File: config.mk
export PLATFORM = sky130hd
export DESIGN_NAME = rmt_recovery_sequencer_flat
export DESIGN_NICKNAME = d
export VERILOG_FILES = /design/src/rtl/rmt_recovery_sequencer_pkg.sv /design/src/rtl/rmt_recovery_sequencer_if.sv /design/src/rtl/rmt_recovery_sequencer.sv /design/src/flat_wrapper.sv
export SDC_FILE = /design/constraint.sdc
export NUM_CORES = 1
export LEC_CHECK = 0
export CAP_MARGIN = 20
export CORE_MARGIN = 3
export CORE_UTILIZATION = 40
export DETAILED_ROUTE_END_ITERATION = 8
export MAX_ROUTING_LAYER = met4
export PLACE_DENSITY = 0.76
export SYNTH_ARGS = -nofsm -noshare
export SYNTH_HDL_FRONTEND = slang
export SYNTH_SLANG_ARGS = --single-unit
File: constraint.sdc
create_clock -name clk -period 6.1 [get_ports clk]
set_input_delay 1.525 -clock clk [delete_from_list [all_inputs] [get_ports clk]]
set_output_delay 1.525 -clock clk [all_outputs]
set_load 0.005 [all_outputs]
File: src/rtl/rmt_recovery_sequencer_pkg.sv
// Shared types for register-map-table recovery sequencing.
// ROB tag, architectural/physical specifiers and sequencer state encoding.
package rmt_recovery_sequencer_pkg;

  localparam int ROB_DEPTH   = 64;
  localparam int CKPT_STRIDE = 8;
  localparam int NUM_CKPT    = ROB_DEPTH / CKPT_STRIDE;
  localparam int ROB_TAG_W   = $clog2(ROB_DEPTH);
  localparam int CKPT_OFS_W  = $clog2(CKPT_STRIDE);
  localparam int ARF_W       = 5;
  localparam int PRF_W       = 7;

  typedef logic [ROB_TAG_W-1:0] rob_tag_t;
  typedef logic [ARF_W-1:0]     arf_specifier_t;
  typedef logic [PRF_W-1:0]     prf_specifier_t;

  typedef enum logic [1:0] {
    ST_IDLE    = 2'd0,
    ST_RESTORE = 2'd1,
    ST_WALK    = 2'd2,
    ST_DONE    = 2'd3
  } rmt_rec_state_t;

endpackage

File: src/rtl/rmt_recovery_sequencer_if.sv
// Bus between ROB/commit, the recovery sequencer and the rename map table.
// master: sequencer side; slave: ROB + map table + rename side.
interface rmt_recovery_sequencer_if
  import rmt_recovery_sequencer_pkg::*;
();

  logic           recovery_req;
  rob_tag_t       recovery_first_tag;
  rob_tag_t       rob_tail_tag;

  rob_tag_t       rob_rd_tag_0;
  rob_tag_t       rob_rd_tag_1;
  arf_specifier_t rob_rd_arf_0;
  arf_specifier_t rob_rd_arf_1;
  prf_specifier_t rob_rd_stale_prf_0;
  prf_specifier_t rob_rd_stale_prf_1;
  logic           rob_rd_has_rd_0;
  logic           rob_rd_has_rd_1;

  logic           recovery_mode;
  arf_specifier_t recovery_map_arf_0;
  arf_specifier_t recovery_map_arf_1;
  prf_specifier_t recovery_map_prf_0;
  prf_specifier_t recovery_map_prf_1;
  logic           recovery_map_0_valid;
  logic           recovery_map_1_valid;

  logic           recovery_flush;
  logic           recovery_no_copy;
  rob_tag_t       recovery_target_rob_tag;
  logic           rename_stall;
  logic           recovery_busy;
  logic           recovery_done;

  modport master (
    input  recovery_req, recovery_first_tag, rob_tail_tag,
    output rob_rd_tag_0, rob_rd_tag_1,
    input  rob_rd_arf_0, rob_rd_arf_1,
    input  rob_rd_stale_prf_0, rob_rd_stale_prf_1,
    input  rob_rd_has_rd_0, rob_rd_has_rd_1,
    output recovery_mode,
    output recovery_map_arf_0, recovery_map_arf_1,
    output recovery_map_prf_0, recovery_map_prf_1,
    output recovery_map_0_valid, recovery_map_1_valid,
    output recovery_flush, recovery_no_copy,
    output recovery_target_rob_tag,
    output rename_stall, recovery_busy, recovery_done
  );

  modport slave (
    output recovery_req, recovery_first_tag, rob_tail_tag,
    input  rob_rd_tag_0, rob_rd_tag_1,
    output rob_rd_arf_0, rob_rd_arf_1,
    output rob_rd_stale_prf_0, rob_rd_stale_prf_1,
    output rob_rd_has_rd_0, rob_rd_has_rd_1,
    input  recovery_mode,
    input  recovery_map_arf_0, recovery_map_arf_1,
    input  recovery_map_prf_0, recovery_map_prf_1,
    input  recovery_map_0_valid, recovery_map_1_valid,
    input  recovery_flush, recovery_no_copy,
    input  recovery_target_rob_tag,
    input  rename_stall, recovery_busy, recovery_done
  );

endinterface

File: src/rtl/rmt_recovery_sequencer.sv
// Map-table recovery sequencer: checkpoint restore and/or two-wide ROB undo walk.
// Ports: clk, rst (async active-high), bus (master modport of the recovery bus).
module rmt_recovery_sequencer
  import rmt_recovery_sequencer_pkg::*;
(
  input  logic                        clk,
  input  logic                        rst,
  rmt_recovery_sequencer_if.master    bus
);

  localparam logic [1:0] IDLE    = ST_IDLE;
  localparam logic [1:0] RESTORE = ST_RESTORE;
  localparam logic [1:0] WALK    = ST_WALK;
  localparam logic [1:0] DONE    = ST_DONE;

  // Nearest checkpoint boundary at or after f; a copy is taken before
  // every entry whose low offset bits are zero.
  function automatic rob_tag_t ckpt_tag(rob_tag_t f);
    logic [ROB_TAG_W-CKPT_OFS_W-1:0] blk;
    blk = f[ROB_TAG_W-1:CKPT_OFS_W]
        + {{(ROB_TAG_W-CKPT_OFS_W-1){1'b0}}, |f[CKPT_OFS_W-1:0]};
    return {blk, {CKPT_OFS_W{1'b0}}};
  endfunction

  logic [1:0] state_q, state_d;
  rob_tag_t   f_q, f_d;
  rob_tag_t   tail_q, tail_d;
  rob_tag_t   cursor_q, cursor_d;
  logic       no_copy_q, no_copy_d;

  rob_tag_t   c_tag;
  rob_tag_t   dc;
  rob_tag_t   dt;
  rob_tag_t   rem;
  logic       busy;
  logic       walking;
  logic       pair;
  logic       v0;
  logic       v1;

  assign c_tag = ckpt_tag(bus.recovery_first_tag);
  assign dc    = c_tag - bus.recovery_first_tag;
  assign dt    = bus.rob_tail_tag - bus.recovery_first_tag;
  assign rem   = cursor_q - f_q;

  always_comb begin
    state_d   = state_q;
    f_d       = f_q;
    tail_d    = tail_q;
    cursor_d  = cursor_q;
    no_copy_d = no_copy_q;
    unique case (state_q)
      IDLE: begin
        if (bus.recovery_req) begin
          f_d    = bus.recovery_first_tag;
          tail_d = bus.rob_tail_tag;
          if (dt == '0) begin
            no_copy_d = 1'b0;
            state_d   = DONE;
          end else if (dc < dt) begin
            no_copy_d = 1'b0;
            cursor_d  = c_tag;
            state_d   = RESTORE;
          end else begin
            no_copy_d = 1'b1;
            cursor_d  = bus.rob_tail_tag;
            state_d   = WALK;
          end
        end
      end
      RESTORE: begin
        state_d = (cursor_q != f_q) ? WALK : DONE;
      end
      WALK: begin
        cursor_d = (rem >= rob_tag_t'(2))
                 ? cursor_q - rob_tag_t'(2)
                 : cursor_q - rob_tag_t'(1);
        if (rem <= rob_tag_t'(2)) state_d = DONE;
      end
      DONE: begin
        no_copy_d = 1'b0;
        state_d   = IDLE;
      end
      default: state_d = IDLE;
    endcase
  end

  always_ff @(posedge clk or posedge rst) begin
    if (rst) begin
      state_q   <= IDLE;
      f_q       <= '0;
      tail_q    <= '0;
      cursor_q  <= '0;
      no_copy_q <= 1'b0;
    end else begin
      state_q   <= state_d;
      f_q       <= f_d;
      tail_q    <= tail_d;
      cursor_q  <= cursor_d;
      no_copy_q <= no_copy_d;
    end
  end

  assign busy    = (state_q != IDLE);
  assign walking = (state_q == WALK);
  assign pair    = walking && (rem >= rob_tag_t'(2));

  // Slot0 is always the older entry; with one entry left only slot0 is used.
  always_comb begin
    bus.rob_rd_tag_0 = '0;
    bus.rob_rd_tag_1 = '0;
    if (pair) begin
      bus.rob_rd_tag_0 = cursor_q - rob_tag_t'(2);
      bus.rob_rd_tag_1 = cursor_q - rob_tag_t'(1);
    end else if (walking) begin
      bus.rob_rd_tag_0 = cursor_q - rob_tag_t'(1);
    end
  end

  assign v0 = walking && bus.rob_rd_has_rd_0 && (bus.rob_rd_arf_0 != '0);
  assign v1 = pair && bus.rob_rd_has_rd_1 && (bus.rob_rd_arf_1 != '0);

  assign bus.recovery_map_0_valid = v0;
  assign bus.recovery_map_1_valid = v1;
  assign bus.recovery_map_arf_0   = v0 ? bus.rob_rd_arf_0 : '0;
  assign bus.recovery_map_arf_1   = v1 ? bus.rob_rd_arf_1 : '0;
  assign bus.recovery_map_prf_0   = v0 ? bus.rob_rd_stale_prf_0 : '0;
  assign bus.recovery_map_prf_1   = v1 ? bus.rob_rd_stale_prf_1 : '0;

  assign bus.recovery_mode           = walking;
  assign bus.recovery_flush          = (state_q == RESTORE);
  assign bus.recovery_done           = (state_q == DONE);
  assign bus.recovery_busy           = busy;
  assign bus.rename_stall            = bus.recovery_req | busy;
  assign bus.recovery_no_copy        = busy & no_copy_q;
  assign bus.recovery_target_rob_tag = busy ? f_q : '0;

endmodule

File: src/flat_wrapper.sv
// flat-port wrapper written by rule: the top's interface ports become plain ports
module rmt_recovery_sequencer_flat import rmt_recovery_sequencer_pkg::*;
  (clk, rst, bus_recovery_req, bus_recovery_first_tag, bus_rob_tail_tag, bus_rob_rd_tag_0, bus_rob_rd_tag_1, bus_rob_rd_arf_0, bus_rob_rd_arf_1, bus_rob_rd_stale_prf_0, bus_rob_rd_stale_prf_1, bus_rob_rd_has_rd_0, bus_rob_rd_has_rd_1, bus_recovery_mode, bus_recovery_map_arf_0, bus_recovery_map_arf_1, bus_recovery_map_prf_0, bus_recovery_map_prf_1, bus_recovery_map_0_valid, bus_recovery_map_1_valid, bus_recovery_flush, bus_recovery_no_copy, bus_recovery_target_rob_tag, bus_rename_stall, bus_recovery_busy, bus_recovery_done);
  rmt_recovery_sequencer_if bus_i ();
  input  logic clk;
  input  logic rst;
  input wire logic [$bits(bus_i.recovery_req)-1:0] bus_recovery_req;
  input wire logic [$bits(bus_i.recovery_first_tag)-1:0] bus_recovery_first_tag;
  input wire logic [$bits(bus_i.rob_tail_tag)-1:0] bus_rob_tail_tag;
  output wire logic [$bits(bus_i.rob_rd_tag_0)-1:0] bus_rob_rd_tag_0;
  output wire logic [$bits(bus_i.rob_rd_tag_1)-1:0] bus_rob_rd_tag_1;
  input wire logic [$bits(bus_i.rob_rd_arf_0)-1:0] bus_rob_rd_arf_0;
  input wire logic [$bits(bus_i.rob_rd_arf_1)-1:0] bus_rob_rd_arf_1;
  input wire logic [$bits(bus_i.rob_rd_stale_prf_0)-1:0] bus_rob_rd_stale_prf_0;
  input wire logic [$bits(bus_i.rob_rd_stale_prf_1)-1:0] bus_rob_rd_stale_prf_1;
  input wire logic [$bits(bus_i.rob_rd_has_rd_0)-1:0] bus_rob_rd_has_rd_0;
  input wire logic [$bits(bus_i.rob_rd_has_rd_1)-1:0] bus_rob_rd_has_rd_1;
  output wire logic [$bits(bus_i.recovery_mode)-1:0] bus_recovery_mode;
  output wire logic [$bits(bus_i.recovery_map_arf_0)-1:0] bus_recovery_map_arf_0;
  output wire logic [$bits(bus_i.recovery_map_arf_1)-1:0] bus_recovery_map_arf_1;
  output wire logic [$bits(bus_i.recovery_map_prf_0)-1:0] bus_recovery_map_prf_0;
  output wire logic [$bits(bus_i.recovery_map_prf_1)-1:0] bus_recovery_map_prf_1;
  output wire logic [$bits(bus_i.recovery_map_0_valid)-1:0] bus_recovery_map_0_valid;
  output wire logic [$bits(bus_i.recovery_map_1_valid)-1:0] bus_recovery_map_1_valid;
  output wire logic [$bits(bus_i.recovery_flush)-1:0] bus_recovery_flush;
  output wire logic [$bits(bus_i.recovery_no_copy)-1:0] bus_recovery_no_copy;
  output wire logic [$bits(bus_i.recovery_target_rob_tag)-1:0] bus_recovery_target_rob_tag;
  output wire logic [$bits(bus_i.rename_stall)-1:0] bus_rename_stall;
  output wire logic [$bits(bus_i.recovery_busy)-1:0] bus_recovery_busy;
  output wire logic [$bits(bus_i.recovery_done)-1:0] bus_recovery_done;
  assign bus_i.recovery_req = bus_recovery_req;
  assign bus_i.recovery_first_tag = bus_recovery_first_tag;
  assign bus_i.rob_tail_tag = bus_rob_tail_tag;
  assign bus_rob_rd_tag_0 = bus_i.rob_rd_tag_0;
  assign bus_rob_rd_tag_1 = bus_i.rob_rd_tag_1;
  assign bus_i.rob_rd_arf_0 = bus_rob_rd_arf_0;
  assign bus_i.rob_rd_arf_1 = bus_rob_rd_arf_1;
  assign bus_i.rob_rd_stale_prf_0 = bus_rob_rd_stale_prf_0;
  assign bus_i.rob_rd_stale_prf_1 = bus_rob_rd_stale_prf_1;
  assign bus_i.rob_rd_has_rd_0 = bus_rob_rd_has_rd_0;
  assign bus_i.rob_rd_has_rd_1 = bus_rob_rd_has_rd_1;
  assign bus_recovery_mode = bus_i.recovery_mode;
  assign bus_recovery_map_arf_0 = bus_i.recovery_map_arf_0;
  assign bus_recovery_map_arf_1 = bus_i.recovery_map_arf_1;
  assign bus_recovery_map_prf_0 = bus_i.recovery_map_prf_0;
  assign bus_recovery_map_prf_1 = bus_i.recovery_map_prf_1;
  assign bus_recovery_map_0_valid = bus_i.recovery_map_0_valid;
  assign bus_recovery_map_1_valid = bus_i.recovery_map_1_valid;
  assign bus_recovery_flush = bus_i.recovery_flush;
  assign bus_recovery_no_copy = bus_i.recovery_no_copy;
  assign bus_recovery_target_rob_tag = bus_i.recovery_target_rob_tag;
  assign bus_rename_stall = bus_i.rename_stall;
  assign bus_recovery_busy = bus_i.recovery_busy;
  assign bus_recovery_done = bus_i.recovery_done;
  rmt_recovery_sequencer u_core (.clk(clk), .rst(rst), .bus(bus_i));
endmodule
==> results.tsv <==
stage	metric	value	unit
setup_path	slowest_stage	clkdlybuf4s50_1	
cells_and_area	final_util	0.613	
setup_path	cp.arrival	3.60	ns
power	ir_drop	0.156	mV
synthesis	yosysTopAreaCellShare	0.171	
clocking	htreeDepth	1	
global_routing	grt_max_degree	22	
synthesis	synth_cells	280	
sta	final_min_period_over_clock_period	0.841	
floorplan	boundaryPins	91	
clocking	clock_sinks	15	
sta	setup_viol	0	
setup_path	critPathMaxStageDelay	0.53	ns
global_routing	grt_first_pass_wirelength	10200	um
cells_and_area	diodes	0	
synthesis	synth_edf_count	0	
synthesis	syn-cell-area	2200	um^2
setup_path	cp_num_buf_inv	1	
routing	drt-total-wl	6380	um
synthesis	synth_common_cells	32 x nor2_1, 30 x inv_1, 28 x ha_1	
clocking	cts_buffers	3	
floorplan	core	5200	um^2
clocking	cts_tree	yes	
setup_path	startpoint_type	flop	
sta	rsz0062_at_grt	false	
routing	ant_nets	0	
cells_and_area	nets	439	
floorplan	die_h	80.2	um
sta	setup_tns	0	ns
synthesis	synth.area.top_cells	dfrtp_1 17%, ha_1 16%, nor2_1 5.5%	
routing	vias_per_cell	5.26	
global_routing	use_met2	0.358	
floorplan	start_util	0.423	
synthesis	yosys_warnings	0	
floorplan	rows	26	
min_path	hold_path_class	reg -> reg	
routing	drt-initial-drc-count	114	
cells_and_area	final_area	3190	um^2
sta	fmax	195	MHz
placement	gp_congestion	0.878	
routing	wl_per_cell	14.6	um
clocking	clk_latency	0.25	ns
sta	worstMarginPinSlew	0.622	ns
synthesis	synth_async_sr_flop_share	1.00	
floorplan	dieArea	6430	um^2
setup_path	worstSetupEndpointType	output pin	
synthesis	synth_area_per_cell	7.86	um^2
setup_path	cp_top_family	simple AND/OR/NAND/NOR gates	
clocking	post_cts_buffers	0	
floorplan	die_w	80.2	um
cells_and_area	filler_cell_count	475	
synthesis	ys.flop_type	dfrtp_1	
outcome	status	completed	
placement	dpl_cell_area	3140	um^2
cells_and_area	fin_cells	437	
global_routing	grt_pass1_vias	2216	
cells_and_area	drive_gt1_frac	0.0599	
sta	slew_viol_final	0	
setup_path	required	4.58	ns
routing	firstDrtPassIters	6	
global_routing	antenna_found_initial	0	
clocking	postCtsHoldBufs	0	
clocking	root_buffer	clkbuf_8	
placement	dp_cells	433	
global_routing	grt_util_met3	0.0146	
placement	dp_hpwl	5470	um
clocking	clk_path_buf_depth	2	
routing	vias	2299	
routing	drcViolationCount	0	
global_routing	top_usage_layer	met2	
global_routing	use_met1	0.245	
sta	finalHoldViolCount	0	
synthesis	yosysMostFrequentCell	nor2_1	
synthesis	synth-seq-cells	15	
sta	slew_headroom	0.584	
sta	finalWorstPathRequiredPeriod	5.13	ns
setup_path	path_max_fanout	7	
synthesis	synth_cell_types	60	
global_routing	grt_overflow	0	
placement	portBuffers	90	
clocking	cts_resized	0	
power	leakagePower	1.38	nW
synthesis	syn_nets	351	
setup_path	cp_cell_sequence	ha_1 -> and3_4 -> a21boi_1 -> or4_4 -> a211oi_2 -> mux2_4 -> nand2_2 -> mux2i_1 -> clkdlybuf4s50_1	
synthesis	synth_top_area_cell	dfrtp_1	
synthesis	ys_seq_area_frac	0.171	
global_routing	grt_use_total	0.200	
clocking	clk_pin_slew	0.06	ns
cells_and_area	syn2layout_area_growth	44.9	%
setup_path	worstSetupPathType	reg -> out	
flow_run	max_cap_viol_count	0	
sta	skew	0.00356	ns
power	power.density	436	nW/um^2
final cells by class:
| type | count | area (um^2) | area share |
|---|---|---|---|
| Inverter | 30 | 113 | 0.0353 |
| Tap cell | 70 | 87.6 | 0.0275 |
| Sequential cell | 15 | 375 | 0.118 |
| Timing Repair Buffer | 91 | 908 | 0.285 |
| Clock buffer | 4 | 45.0 | 0.0141 |
| Multi-Input combinational cell | 227 | 1660 | 0.520 |
stage by stage:
stage | power [mW] | worst slack, ns | hold slack [ns]
2_1_floorplan | 0.895 | 1.80 | 0.450
3_3_place_gp | 1.28 | 1.10 | 0.461
3_5_place_dp | 1.31 | 0.956 | 0.470
4_1_cts | 1.39 | 0.957 | 0.484
5_1_grt | 1.52 | 0.768 | 0.506
6_report | 1.39 | 0.971 | 0.480
layer usage:
layer	routed length (um)	vias up	part of all wire
li1	-	1156	-
met1	2630	1065	0.41
met2	3380	70	0.53
met3	302	8	0.047
met4	59	0	0.0093
met5	0	-	0
layout by cell type, fill, tap and decap left out, types with 11 or more instances in the layout:
| cell | count |
|---|---|
| a21oi_1 | 16 |
| and2_1 | 17 |
| and3_1 | 11 |
| clkdlybuf4s50_1 | 90 |
| dfrtp_1 | 15 |
| ha_1 | 28 |
| inv_1 | 30 |
| nand2_1 | 17 |
| nor2_1 | 32 |
| o21ai_0 | 14 |
tightest hold or removal path, cell delays in order, from the launching register on:
cell     delay [ns]
dfrtp_1        0.34
nand2_1        0.04
o21ai_0        0.06
path summary, 6_finish.rpt:
kind / from / endpoint / slack [ns] / cells after the start
worst max register to register: u_core.cursor_q[4] / u_core.cursor_q[4] / 3.00 / 8
min in group asynchronous: rst / u_core.cursor_q[5] / 1.65 / 2
worst min-delay path: u_core.f_q[3] / u_core.f_q[3] / 0.48 / 2
worst max-delay path: u_core.cursor_q[4] / bus_rob_rd_tag_0[4] / 0.97 / 9
max in group asynchronous: rst / u_core.f_q[0] / 4.06 / 2
worst min register to register: u_core.f_q[3] / u_core.f_q[3] / 0.48 / 2
flip-flops by register name, summed over array words and instances (netlist names):
signal,flops
u_core.no_copy_q,1
u_core.cursor_q,6
u_core.state_q,2
u_core.f_q,6
kinds of logic after synthesis:
| group | synth area share |
|---|---|
| muxes | 0.0358 |
| adders and majority gates | 0.177 |
| buffers and inverters | 0.0756 |
| xor gates and xnor gates | 0.0796 |
| AOI/OAI and AO/OA | 0.193 |
| DFF | 0.171 |
| and+or+nand+nor | 0.268 |
where the power goes:
group	leakage (nW)	internal, mW	switching [mW]
combinational	1.18	0.556	0.542
clock	0.0228	0.0462	0.0344
sequential	0.182	0.151	0.0600
Note: power is estimated with default switching activity, not from simulation.
==> variant 1, RTL diff (config.mk and constraints unchanged) <==
Make the reset (`rst`) synchronous in one clocked block. Comments in the files are not updated.
--- a/src/rtl/rmt_recovery_sequencer.sv
+++ b/src/rtl/rmt_recovery_sequencer.sv
@@ -86,5 +86,5 @@
   end
 
-  always_ff @(posedge clk or posedge rst) begin
+  always_ff @(posedge clk) begin
     if (rst) begin
       state_q   <= IDLE;
Formal check against the unedited RTL: differs if rst is asserted again (counterexample within 4 cycles, from zero or initial values and one cycle with rst high); with rst held inactive, the same outputs for 10 cycles.
==> variant 1 against the original RTL <==
Area after synthesis shrank 2.6%; worst setup slack got worse by 200 ps; power decreased by 27%; routed wire length down 2.0%; cell area fell by 1.6%; sequential cell count unchanged; clock skew shrank 0.63 ps; synthesized cell count grew 3.6%; critical endpoint is now bus_recovery_map_prf_1[4].
==> variant 1: results (changes against the original RTL) <==
Fillers - 502 (+5.7%)
Post-synthesis cell type count - 55 (-8.3%)
Worst Path Max Fanout - 12 (+5)
Most used standard cells in the synthesized netlist - sky130_fd_sc_hd__nor2_1 (34), sky130_fd_sc_hd__ha_1 (28), sky130_fd_sc_hd__inv_1 (27), sky130_fd_sc_hd__nand2_1 (24)
Clk tree area frac - 1.44% (+0.024 points)
Result of the run - finished, final reports clean
Fraction of the mapped netlist area in adder cells - 18.2% (+0.47 points)
Seq power - 0.000164 W (-22%)
Arrival time worst endpoint - 3800 ps (+200 ps)
Xor-xnor portion of the synthesized cell area - 7.70% (-0.26 points)
Post-Synthesis Net Count - 361 (+2.8%)
Start point of the worst min-delay path - u_core.f_q[3]
GRT Total Usage - 20.1% (+0.034 points)
Met1 Wirelength - 2630 um (-0.11%)
Part of the Yosys area used for sequential elements - 14.0% (-3.1 points)
Fraction of layout instances using a drive strength above 1 - 4.00% (-2.0 points)
Stage delay of the slowest cell on the critical path - 440 ps (-90 ps)
Worst R2R End - u_core.cursor_q[4]
Worst Skew - 2.93 ps (-0.629 ps)
Worst min-delay path endpoint - u_core.f_q[3]
Proportion of total power due to net switching - 46.9% (+1.1 points)
Met1 Use GR - 24.5% (about the same)
Non-clock buffers - 90 (-1.1%)
First-pass GRT wire length - 10100 um (-0.95%)
Final estimated routing congestion in global placement - 0.878 (about the same)
P_comb - 0.000771 W (-30%)
Net count of the finished layout - 447 (+1.8%)
Number of global-route vias before repair - 2243 (+1.2%)
Share of async-settable or async-resettable flops after synthesis - 0% (-100 points)
Placed wire-length estimate - 5330 um (-2.7%)
CP top delay family - compound AO/OA/AOI/OAI gates
Largest vdd supply drop - 247 uV (+59%)
Dominant register cell in the synthesized netlist - sky130_fd_sc_hd__dfxtp_1
Fraction of met2 tracks used by global routing - 34.8% (-1.0 points)
Static Leakage - 1.30 nW (-6.0%)
Number of iterations in the first detailed-routing pass - 4 (-2)
Number of logic inverters in the finished layout - 27 (-10%)
Met2 Routed Length - 3110 um (-8.0%)
Layout non-clock buf frac - 28.7% (+0.24 points)
Largest net degree at the start of global routing - 25 (+14%)
Relative slew slack - 45.7% (-13 points)
Drt initial violations - 94 (-18%)
Post-synthesis compound-gate area fraction - 21.6% (+2.3 points)
Reg-to-reg setup timing slack - 2900 ps (-100 ps)
## variant 1: changes by cell type in the layout (fill, tap and decap cells not counted), moves of 4 or more
| cell | before | now |
|---|---|---|
| sky130_fd_sc_hd__nor2b_1 | 3 | 7 |
| sky130_fd_sc_hd__nand2_1 | 17 | 24 |
| sky130_fd_sc_hd__dfrtp_1 | 15 | 0 |
| sky130_fd_sc_hd__nand3_1 | 0 | 7 |
| sky130_fd_sc_hd__o21ai_0 | 14 | 9 |
| sky130_fd_sc_hd__dfxtp_1 | 0 | 15 |
## variant 1: per-stage QoR
step | total power [W] | setup slack (ps) | hold WS (ps) | std cells | instance area (um2)
after floorplan | 0.000699 | 1640 | 436 | 290 | 2140
after global placement | 0.000917 | 839 | 443 | 441 | 3090
after detailed placement | 0.000933 | 647 | 453 | 441 | 3090
after CTS | 0.00102 | 772 | 461 | 445 | 3140
after global routing | 0.00111 | 490 | 484 | 445 | 3140
final | 0.00102 | 775 | 459 | 445 | 3140
## variant 1: how the worst max path moves through the flow
| stage | from | cells past startpoint | slack (ps) | end |
|---|---|---|---|---|
| 2_1_floorplan | bus_recovery_first_tag[0] | 15 | 1640 | u_core.cursor_q[3] |
| 5_1_grt | bus_recovery_first_tag[1] | 16 | 490 | u_core.cursor_q[3] |
| 4_1_cts | u_core.cursor_q[0] | 12 | 770 | bus_recovery_map_prf_1[4] |
| 3_5_place_dp | bus_recovery_first_tag[0] | 16 | 650 | u_core.cursor_q[3] |
| 3_3_place_gp | bus_recovery_first_tag[1] | 16 | 840 | u_core.cursor_q[3] |
| 6_report | u_core.cursor_q[0] | 12 | 770 | bus_recovery_map_prf_1[4] |
==> variant 2, RTL diff (config.mk and constraints unchanged) <==
Without the edit above. The package constant `CKPT_STRIDE` goes from 8 to 4.
--- a/src/rtl/rmt_recovery_sequencer_pkg.sv
+++ b/src/rtl/rmt_recovery_sequencer_pkg.sv
@@ -4,5 +4,5 @@
 
   localparam int ROB_DEPTH   = 64;
-  localparam int CKPT_STRIDE = 8;
+  localparam int CKPT_STRIDE = 4;
   localparam int NUM_CKPT    = ROB_DEPTH / CKPT_STRIDE;
   localparam int ROB_TAG_W   = $clog2(ROB_DEPTH);
Behaviour: not the same (Yosys sat finds a counterexample within 4 cycles, from zero or initial values and one cycle with rst high).
==> variant 2 against the original RTL <==
Synthesized cell count down 0.71%; area after synthesis down 0.80%; combinational power down 4%; power down 2.4%; sequential cell count unchanged; critical endpoint is now bus_recovery_map_prf_1[3]; routed wire length down 5.1%; cell area down 0.12%; worst setup slack worse by 51 ps; sequential share of layout area about the same.
==> variant 2: results (changes against the original RTL) <==
Static Leakage - 1.42 nW (+2.7%)
Worst R2R End - u_core.cursor_q[4]
Number of cells on the worst reg-to-reg path - 10 (+2)
Dominant register cell in the synthesized netlist - sky130_fd_sc_hd__dfrtp_1
Post-synthesis compound-gate area fraction - 17.6% (-1.7 points)
Reg-to-reg setup timing slack - 3070 ps (+70 ps)
Result of the run - finished, final reports clean
Largest cells by area after synthesis - sky130_fd_sc_hd__dfrtp_1 (17%), sky130_fd_sc_hd__ha_1 (15%), sky130_fd_sc_hd__nor2_1 (5.8%)
GRT Total Usage - 19.0% (-1.1 points)
Vias per cell - 5.16 (-1.9%)
Sum of routed wire length over all layers - 6050 um (-5.1%)
Worst Skew - 0.573 ps (-2.98 ps)
Placed wire-length estimate - 5200 um (-5.0%)
Post-Synthesis Net Count - 348 (-0.85%)
Cell with the largest stage delay on the worst path - sky130_fd_sc_hd__clkdlybuf4s50_1
Number of global-route vias before repair - 2115 (-4.6%)
Path type of the worst min-delay path - flip-flop to flip-flop
Post-synthesis cell type count - 49 (-18%)
Share of async-settable or async-resettable flops after synthesis - 100% (unchanged)
H-Tree Depth - 1 (unchanged)
Root buffer cell - sky130_fd_sc_hd__clkbuf_8
Worst hold path depth - 2 (unchanged)
Worst Path Max Fanout - 8 (+1)
Stage delay of the slowest cell on the critical path - 490 ps (-40 ps)
Worst min-delay path endpoint - u_core.f_q[2]
Timing startpoint of the critical path - u_core.cursor_q[0]
Largest vdd supply drop - 185 uV (+19%)
Worst setup path endpoint - bus_recovery_map_prf_1[3]
First-pass GRT wire length - 9630 um (-5.7%)
Most used standard cells in the synthesized netlist - sky130_fd_sc_hd__nor2_1 (34), sky130_fd_sc_hd__ha_1 (27), sky130_fd_sc_hd__inv_1 (27), sky130_fd_sc_hd__nand2_1 (17), sky130_fd_sc_hd__and2_1 (16)
Number of iterations in the first detailed-routing pass - 4 (-2)
Start point of the worst min-delay path - u_core.f_q[2]
Largest registers - u_core.cursor_q: 6 flops, u_core.f_q: 6 flops, u_core.state_q: 2 flops
Area after detailed placement - 3140 um2 (-0.12%)
CTS resizes - 0 (unchanged)
Proportion of synthesized area in mux cells - 5.50% (+1.9 points)
Drt initial violations - 71 (-38%)
Part of the Yosys area used for sequential elements - 17.2% (+0.14 points)
Fraction of the mapped netlist area in adder cells - 17.3% (-0.43 points)
Pin slew with the least headroom to its limit - 635 ps (+12.4 ps)
Warning count from the yosys run - 0 (unchanged)
Net count of the finished layout - 435 (-0.91%)
Largest net degree at the start of global routing - 21 (-4.5%)
Post-CTS Setup Bufs - 0 (unchanged)
Fraction of layout instances using a drive strength above 1 - 4.12% (-1.9 points)
Clock buffer count from CTS - 3 (unchanged)
Final estimated routing congestion in global placement - 0.915 (+4.2%)
Xor-xnor portion of the synthesized cell area - 9.17% (+1.2 points)
==> variant 2: changes by cell type after synthesis, sizes merged, moves of 3 or more <==
cell | before | now
a211oi | 3 | 0
a21oi | 16 | 10
inv | 30 | 27
mux2i | 3 | 6
nand3 | 0 | 3
nor3b | 3 | 0
o211a | 0 | 3
o21a | 0 | 3
or3 | 1 | 4
xnor2 | 10 | 14
==> variant 2: cell families after synthesis <==
family | after synthesis
AOI/OAI and AO/OA | 52
xor gates and xnor gates | 22
adders and majority gates | 29
buffers and inverters | 36
DFF | 15
muxes | 11
and+or+nand+nor | 113
==> variant 2: final cells by class <==
type / count / area [um2]
clock buffer: 4 / 45.0
fill: 476 / 2020
inverter: 27 / 101
multi-input combinational: 227 / 1670
sequential: 15 / 375
tap: 70 / 87.6
timing repair buffer: 91 / 908
==> variant 2: power breakdown <==
group / internal [W] / switching (W) / total, W
Sequential: 0.000151 / 0.0000608 / 0.000212
Clock: 0.0000463 / 0.0000350 / 0.0000814
Combinational: 0.000540 / 0.000523 / 0.00106
Total: 0.000738 / 0.000618 / 0.00136
==> variant 2: per-layer routing <==
metal	global-route usage [%]	vias to the layer above	share of wire, %
met5	-	-	0
met4	4.90	0	0.79
met3	2.03	4	4.6
met2	32.9	64	49
met1	23.4	1031	46
li1	-	1140	-
==> variant 2: metrics by stage <==
step                      setup slack, ps  util [%]  std cells  power, W  hold WS [ps]
after floorplan                      1700         -        278  0.000873           450
after global placement               1130      60.3        430   0.00125           463
after detailed placement             1050      60.3        430   0.00127           485
after CTS                             894      61.2        434   0.00136           507
after global routing                  620      61.2        434   0.00149           525
final                                 920      61.2        434   0.00136           505
